[src/rtl/fetch_unit_if.sv]
// fetch_unit_if: groups the fetch unit's control, ROM and instruction outputs.
//   master : upstream/execute side (drives Start, branch, stall, ROM data)
//   slave  : fetch_unit side (drives Address and the fetched-instruction outputs)
interface fetch_unit_if;
  logic       Start;        // begin fetching at StartAddr (one-cycle pulse)
  logic [7:0] StartAddr;    // first fetch address
  logic       Stall;        // downstream not ready
  logic       BranchEn;     // taken branch from execute
  logic       BranchRel;    // 1: BranchTarget is offset from InstPC
  logic [7:0] BranchTarget; // absolute target or signed offset
  logic [8:0] Instruction;  // combinational ROM data for Address
  logic [7:0] Address;      // ROM address (PC)
  logic [8:0] InstOut;      // registered fetched instruction
  logic [7:0] InstPC;       // address InstOut came from
  logic       InstValid;    // InstOut/InstPC live this cycle
  logic       Halted;       // fetch stopped on halt encoding

  modport master (
    output Start, StartAddr, Stall, BranchEn, BranchRel, BranchTarget, Instruction,
    input  Address, InstOut, InstPC, InstValid, Halted
  );

  modport slave (
    input  Start, StartAddr, Stall, BranchEn, BranchRel, BranchTarget, Instruction,
    output Address, InstOut, InstPC, InstValid, Halted
  );
endinterface

[src/rtl/fetch_unit.sv]
// fetch_unit: single-issue instruction fetch with stall, absolute/relative
// branch redirect, halt detection and restart.
//   CLK    : rising-edge clock
//   Reset  : asynchronous active-high reset
//   bus    : fetch_unit_if.slave (control inputs, ROM data in, Address and
//            InstOut/InstPC/InstValid/Halted out)
module fetch_unit #(
  parameter logic [7:0] RESET_PC  = 8'h00,
  parameter logic [8:0] HALT_INSN = 9'h1FF
) (
  input logic         CLK,
  input logic         Reset,
  fetch_unit_if.slave bus
);

  typedef enum logic [1:0] {
    S_IDLE,
    S_FETCH,
    S_HALT
  } state_t;

  state_t     r_state, w_state_nxt;
  logic [7:0] r_pc,    w_pc_nxt;
  logic [8:0] r_inst,  w_inst_nxt;
  logic [7:0] r_ipc,   w_ipc_nxt;
  logic       r_valid, w_valid_nxt;
  logic       r_halted;

  always_ff @(posedge CLK or posedge Reset) begin
    if (Reset) begin
      r_state  <= S_IDLE;
      r_pc     <= RESET_PC;
      r_inst   <= '0;
      r_ipc    <= '0;
      r_valid  <= 1'b0;
      r_halted <= 1'b0;
    end else begin
      r_state  <= w_state_nxt;
      r_pc     <= w_pc_nxt;
      r_inst   <= w_inst_nxt;
      r_ipc    <= w_ipc_nxt;
      r_valid  <= w_valid_nxt;
      r_halted <= (w_state_nxt == S_HALT);
    end
  end

  always_comb begin
    w_state_nxt = r_state;
    w_pc_nxt    = r_pc;
    w_inst_nxt  = r_inst;
    w_ipc_nxt   = r_ipc;
    w_valid_nxt = r_valid;

    unique case (r_state)
      S_IDLE: begin
        w_valid_nxt = 1'b0;
        if (bus.Start) begin
          w_pc_nxt    = bus.StartAddr;
          w_state_nxt = S_FETCH;
        end
      end

      S_FETCH: begin
        if (bus.Start) begin
          w_pc_nxt    = bus.StartAddr;
          w_valid_nxt = 1'b0;
        end else if (bus.BranchEn) begin
          // Redirect squashes the instruction currently on the ROM bus,
          // which also masks a halt encoding arriving this cycle.
          w_pc_nxt    = bus.BranchRel ? 8'(r_ipc + bus.BranchTarget) : bus.BranchTarget;
          w_valid_nxt = 1'b0;
        end else if (!bus.Stall) begin
          w_inst_nxt  = bus.Instruction;
          w_ipc_nxt   = r_pc;
          w_valid_nxt = 1'b1;
          if (bus.Instruction == HALT_INSN) begin
            w_state_nxt = S_HALT;
          end else begin
            w_pc_nxt = 8'(r_pc + 8'd1);
          end
        end
      end

      S_HALT: begin
        w_valid_nxt = 1'b0;
        if (bus.Start) begin
          w_pc_nxt    = bus.StartAddr;
          w_state_nxt = S_FETCH;
        end
      end

      default: begin
        w_state_nxt = S_IDLE;
        w_valid_nxt = 1'b0;
      end
    endcase
  end

  assign bus.Address   = r_pc;
  assign bus.InstOut   = r_inst;
  assign bus.InstPC    = r_ipc;
  assign bus.InstValid = r_valid;
  assign bus.Halted    = r_halted;

endmodule

[src/flat_wrapper.sv]
// flat-port wrapper written by rule: the top's interface ports become plain ports
module fetch_unit_flat 
#(
  parameter logic [7:0] RESET_PC  = 8'h00,
  parameter logic [8:0] HALT_INSN = 9'h1FF
)
  (CLK, Reset, bus_Start, bus_StartAddr, bus_Stall, bus_BranchEn, bus_BranchRel, bus_BranchTarget, bus_Instruction, bus_Address, bus_InstOut, bus_InstPC, bus_InstValid, bus_Halted);
  fetch_unit_if bus_i ();
  input logic CLK;
  input logic Reset;
  input wire logic [$bits(bus_i.Start)-1:0] bus_Start;
  input wire logic [$bits(bus_i.StartAddr)-1:0] bus_StartAddr;
  input wire logic [$bits(bus_i.Stall)-1:0] bus_Stall;
  input wire logic [$bits(bus_i.BranchEn)-1:0] bus_BranchEn;
  input wire logic [$bits(bus_i.BranchRel)-1:0] bus_BranchRel;
  input wire logic [$bits(bus_i.BranchTarget)-1:0] bus_BranchTarget;
  input wire logic [$bits(bus_i.Instruction)-1:0] bus_Instruction;
  output wire logic [$bits(bus_i.Address)-1:0] bus_Address;
  output wire logic [$bits(bus_i.InstOut)-1:0] bus_InstOut;
  output wire logic [$bits(bus_i.InstPC)-1:0] bus_InstPC;
  output wire logic [$bits(bus_i.InstValid)-1:0] bus_InstValid;
  output wire logic [$bits(bus_i.Halted)-1:0] bus_Halted;
  assign bus_i.Start = bus_Start;
  assign bus_i.StartAddr = bus_StartAddr;
  assign bus_i.Stall = bus_Stall;
  assign bus_i.BranchEn = bus_BranchEn;
  assign bus_i.BranchRel = bus_BranchRel;
  assign bus_i.BranchTarget = bus_BranchTarget;
  assign bus_i.Instruction = bus_Instruction;
  assign bus_Address = bus_i.Address;
  assign bus_InstOut = bus_i.InstOut;
  assign bus_InstPC = bus_i.InstPC;
  assign bus_InstValid = bus_i.InstValid;
  assign bus_Halted = bus_i.Halted;
  fetch_unit #(.RESET_PC(RESET_PC), .HALT_INSN(HALT_INSN)) u_core (.CLK(CLK), .Reset(Reset), .bus(bus_i));
endmodule
[config.mk]
export PLATFORM = sky130hd
export DESIGN_NAME = fetch_unit_flat
export DESIGN_NICKNAME = d
export VERILOG_FILES = /design/src/rtl/fetch_unit_if.sv /design/src/rtl/fetch_unit.sv /design/src/flat_wrapper.sv
export SDC_FILE = /design/constraint.sdc
export NUM_CORES = 1
export LEC_CHECK = 0
export CAP_MARGIN = 25
export CELL_PAD_IN_SITES_DETAIL_PLACEMENT = 0
export CELL_PAD_IN_SITES_GLOBAL_PLACEMENT = 2
export CORE_UTILIZATION = 27
export CTS_BUF_LIST = sky130_fd_sc_hd__clkbuf_4 sky130_fd_sc_hd__clkbuf_8 sky130_fd_sc_hd__clkbuf_16
export DETAILED_ROUTE_END_ITERATION = 10
export PLACE_DENSITY = 0.84
export SLEW_MARGIN = 20
export SYNTH_ARGS = -nofsm -noshare
export SYNTH_HDL_FRONTEND = slang
export SYNTH_SLANG_ARGS = --single-unit
[constraint.sdc]
create_clock -name CLK -period 2 [get_ports CLK]
set_input_delay 0.3 -clock CLK [delete_from_list [all_inputs] [get_ports CLK]]
set_output_delay 0.3 -clock CLK [all_outputs]
set_load 0.005 [all_outputs]
# Yosys cells after proc, flatten, opt, wreduce, memory -nomap -nowiden
# Cells that the tools add are included.
dict set report totals {
  input_bits 31
  regBits 29
  wordCells 40
}
dict set report op_classes {
  n_bitwise 3
  add_sub_neg 2
  reduce_logical 5
  n_eq_ne 7
  n_mux 17
}
# operator n
set op_table {}
lappend op_table {{$mux W8} 6}
lappend op_table {{$pmux W8 S2} 1}
lappend op_table {{$mux W2} 5}
lappend op_table {{$eq A9 B9 Y1 const B} 1}
lappend op_table {{$add A8 B1 Y8 const B} 1}
lappend op_table {{$add A8 B8 Y8} 1}
lappend op_table {{$ne A4 B4 Y1 const B} 2}
lappend op_table {{$reduce_and A4 Y1} 2}
lappend op_table {{$eq A2 B2 Y1 const B} 2}
lappend op_table {{$mux W1} 4}
lappend op_table {{$pmux W2 S2} 1}
lappend op_table {{$not A1 Y1} 3}
lappend op_table {{$eq A2 B1 Y1 const B} 1}
lappend op_table {{$logic_not A2 Y1} 1}
lappend op_table {{$ne A2 B1 Y1 const B} 1}
lappend op_table {{$reduce_bool A2 Y1} 1}
lappend op_table {{$reduce_or A2 Y1} 1}

# Longest topological paths before layout
dict set report depth {
  word_depth 7
  ltp_mapped 9
  ltp_nobuf 9
}

# Worst setup path before layout
# OpenSTA, ideal clock, no wires.
dict set report synth_timing {
  kind {reg-to-reg}
  startpoint {register u_core.r_ipc[0] (netlist: u_core.bus.InstPC[0])}
  endpoint {register u_core.r_pc[4] (netlist: u_core.bus.Address[4])}
  required_ns 1.865
  stages_incl_launch_ff 10
  n_path_buf 0
  synth_period_minus_slack_ns 1.884
  t_arrival_ns 1.749
  setup_slack_ns 0.116
  cell_sequence {dfrtp_1 ha_1 inv_1 fa_1 nor2b_1 o21a_1 or3_1 a31oi_1 a2bb2oi_1 o21ai_0}
}
dict set report synth_between {
  elab_chain_len 5
}
# item line
set synth_rtl {}
lappend synth_rtl {{start: declaration} fetch_unit.sv:25} ;# logic [7:0] r_ipc, w_ipc_nxt;
lappend synth_rtl {{start signal: assignment} fetch_unit.sv:41} ;# r_ipc <= w_ipc_nxt;
lappend synth_rtl {{$add A8 B8 Y8} fetch_unit.sv:70} ;# w_pc_nxt = bus.BranchRel ? 8'(r_ipc + bus.BranchTarget) : bus.BranchTarget;
lappend synth_rtl {{$mux W8} fetch_unit.sv:70}
lappend synth_rtl {{$mux W8} fetch_unit.sv:67} ;# end else if (bus.BranchEn) begin
lappend synth_rtl {{$mux W8} fetch_unit.sv:64} ;# if (bus.Start) begin
lappend synth_rtl {{$pmux W8 S2} fetch_unit.sv:54} ;# unique case (r_state)
lappend synth_rtl {{end signal: assignment} fetch_unit.sv:39} ;# r_pc <= w_pc_nxt;
lappend synth_rtl {{end: declaration} fetch_unit.sv:23} ;# logic [7:0] r_pc, w_pc_nxt;
# No other way between the ends.
# A chain may end at the register's enable or synchronous reset.

# Worst setup path after layout
dict set report layout_timing {
  startpoint {register u_core.r_ipc[2] (netlist: u_core.bus.InstPC[2])}
  endpoint {register u_core.r_pc[7] (netlist: u_core.bus.Address[7])}
}
# The elaborated chain is that of the path after synthesis.

==> run metrics <==
CTS root buf clkbuf_8; most frequent cells in the layout clkdlybuf4s50_1 (52), buf_4 (33), dfrtp_1 (29), mux2_2 (17), o21ai_0 (15); CP dominant cell by count o211ai_1; Post-synth top flop dfrtp_1; post-DP HPWL 3.82 mm; max incr delay on CP 410 ps; final max-slew violation count 0; wire length on met2 2.54 mm; Longest Clk Path Bufs 2; TNS Setup 0 ps; synthesis-to-layout area growth 62.3%; Slew @ Worst Pin 377 ps; Die ar. 6910 µm²; Leak 1.22 nW; CP arrival 2140 ps; final-report hold violation count 0; Worst-path clk slew 70 ps; sequential element share of the synthesized area 40.8%; CP endpoint kind flip-flop; WP buf/inv 1; initial antenna violation count 0; total gr overflow 0; largest net degree at the start of global routing 30; max_slew headroom 74.2%; diode count 0; delay-heaviest family, CP compound AO/OA/AOI/OAI gates; worst vdd ir 0.475 mV; first-pass GRT wire length 8.38 mm; Total GRT Usage 15.4%; worst hold slack 396 ps; # DRC 0; status finished, final reports clean; num rows 29; CP max FO 3; WS Path Type reg2reg; vias in the first global route 1688; Num Clock Sinks 29; routed vias 1722; Synth top area share 40.8%; routed wire length 5.14 mm; synth unique cells 43; initial drt markers 59; Clock Skew 2.25 ps; CTS tree done; worst path cell trace ha_4, buf_6, o211ai_1, o211ai_1, a21oi_1, and3b_1, xnor2_1, o311ai_1; synthesized instance count 180; EDFF count, synth 0; Setup Viol. Count Final 0; startpoint type of the worst setup path flip-flop; met1 WL 2.36 mm; Starting Density 28.0%; syn_area_per_cell 9.87 µm²; met3 routed WL 207 µm; final period demand of the worst path 1960 ps; top routing layer in use met4; PortBufs 57; main area contributors after synthesis dfrtp_1 (41%), mux2_2 (11%), ha_1 (5.6%); area of the core 6350 µm²; Final Cycle Share 98.2%; PD cells 816 nW/µm²; Num CTS Buffers 5; maximum clock rate 0.509 GHz; io pins 58; die width 83.1 µm; via/cell ratio 4.93; final net count 311; Max stage delay cell, worst path dfrtp_1; asr flop ratio synth 100%; most common cell after layout, fill and taps aside clkdlybuf4s50_1; Worst-Skew Late Latency 280 ps; cell taking the most area after synthesis dfrtp_1; RSZ-0062 raised after global routing true; H-tree depth 2; Post-Syn Area 1780 µm²; first drt pass iteration count 4; layout cell share with drive strength beyond 1 27.2%; Hold Path Class in2async; wire per inst 14.7 µm; CP required 2180 ps; yosys warns 0; GPL Wtd Cong 0.797; max cap viols 0; Syn Nets 220; ANT nets after route 0; Yosys reg bits 29; Die H 83.1 µm
[through the flow]
step	area (µm²)	total power, W	utilization [%]	instances	setup slack [ps]
floorplan	1780	0.00121	-	180	116
global placement	2640	0.00172	41.6	337	-375
detailed placement	2640	0.00173	41.6	337	-472
CTS	2750	0.00226	43.3	345	1.14
global route	2880	0.00253	45.4	349	-117
finish	2880	0.00235	45.4	349	36.2
[power breakdown]
| part | internal [W] | switching (W) | total (W) | leakage [nW] |
|---|---|---|---|---|
| Sequential | 0.000695 | 0.0000986 | 0.000794 | 0.349 |
| Combinational | 0.000659 | 0.000406 | 0.00107 | 0.825 |
| Clock | 0.000254 | 0.000239 | 0.000493 | 0.0484 |
[final cells by class]
type	instances	area, µm²
fill	615	3470
sequential	29	726
tap	77	96.3
timing repair buffer	91	838
clock inverter	2	10.0
multi-input combinational	136	1110
inverter	8	30.0
clock buffer	6	76.3
[worst register-to-register path, stage by stage, from the launching register on]
cell and delay, ps:
dfrtp_1 410, ha_4 190, buf_6 110, o211ai_1 240
o211ai_1 190, a21oi_1 140, and3b_1 190, xnor2_1 130
o311ai_1 260
[kinds of logic after synthesis]
kind of cell | count (synthesis) | share of synthesized area, %
and+or+nand+nor | 46 | 13.9
AOI/OAI and AO/OA | 53 | 18.9
DFF | 29 | 40.8
xor gates and xnor gates | 8 | 3.94
adders and majority gates | 9 | 6.76
muxes | 20 | 12.5
buffers and inverters | 15 | 3.24
[per-layer routing]
layer | vias up | track usage, %
met5 | - | 0
met4 | 0 | 5.96
met3 | 2 | 3.38
met2 | 41 | 23.8
met1 | 829 | 20.9
li1 | 850 | -
[Yosys cell counts (2+ instances only)]
| cell type | instances |
|---|---|
| a211oi_1 | 4 |
| a21o_1 | 2 |
| a21oi_1 | 14 |
| a2bb2oi_1 | 2 |
| a31oi_1 | 2 |
| and2_1 | 2 |
| and3_1 | 2 |
| clkbuf_1 | 5 |
| dfrtp_1 | 29 |
| ha_1 | 8 |
| inv_1 | 7 |
| mux2_2 | 17 |
| mux2i_1 | 3 |
| nand2_1 | 12 |
| nand3_1 | 7 |
| nor2_1 | 9 |
| nor2b_1 | 2 |
| nor3_1 | 3 |
| o2111ai_1 | 2 |
| o211ai_1 | 2 |
| o21ai_0 | 17 |
| or3_1 | 2 |
| xnor2_1 | 6 |
| xor2_1 | 2 |
[sequential cells by signal (all words and copies together) (netlist names)]
| signal | count |
|---|---|
| u_core.bus.InstPC | 8 |
| u_core.r_state | 2 |
| u_core.bus.Halted | 1 |
| u_core.bus.Address | 8 |
| u_core.bus.InstOut | 9 |
| u_core.bus.InstValid | 1 |
[repair_timing]
item	in CTS	in global routing
pin swaps	1	17
buffers inserted	0	4
endpoints found under the setup margin	6	5
gates resized for setup	6	20
hold buffers	0	0
[worst paths after layout]
path                                        from                    end  slack, ps  cells after the start
max                         u_core.bus.InstPC[2]  u_core.bus.Address[7]         40                      8
min                                        Reset   u_core.bus.InstPC[1]        400                      3
max reg2reg                 u_core.bus.InstPC[2]  u_core.bus.Address[7]         40                      8
min reg2reg                u_core.bus.InstOut[1]  u_core.bus.InstOut[1]        510                      1
max in group asynchronous                  Reset  u_core.bus.Address[7]       1320                      3
min in group CLK           u_core.bus.InstOut[1]  u_core.bus.InstOut[1]        510                      1
No activity file was read; power rests on OpenSTA's default activity.
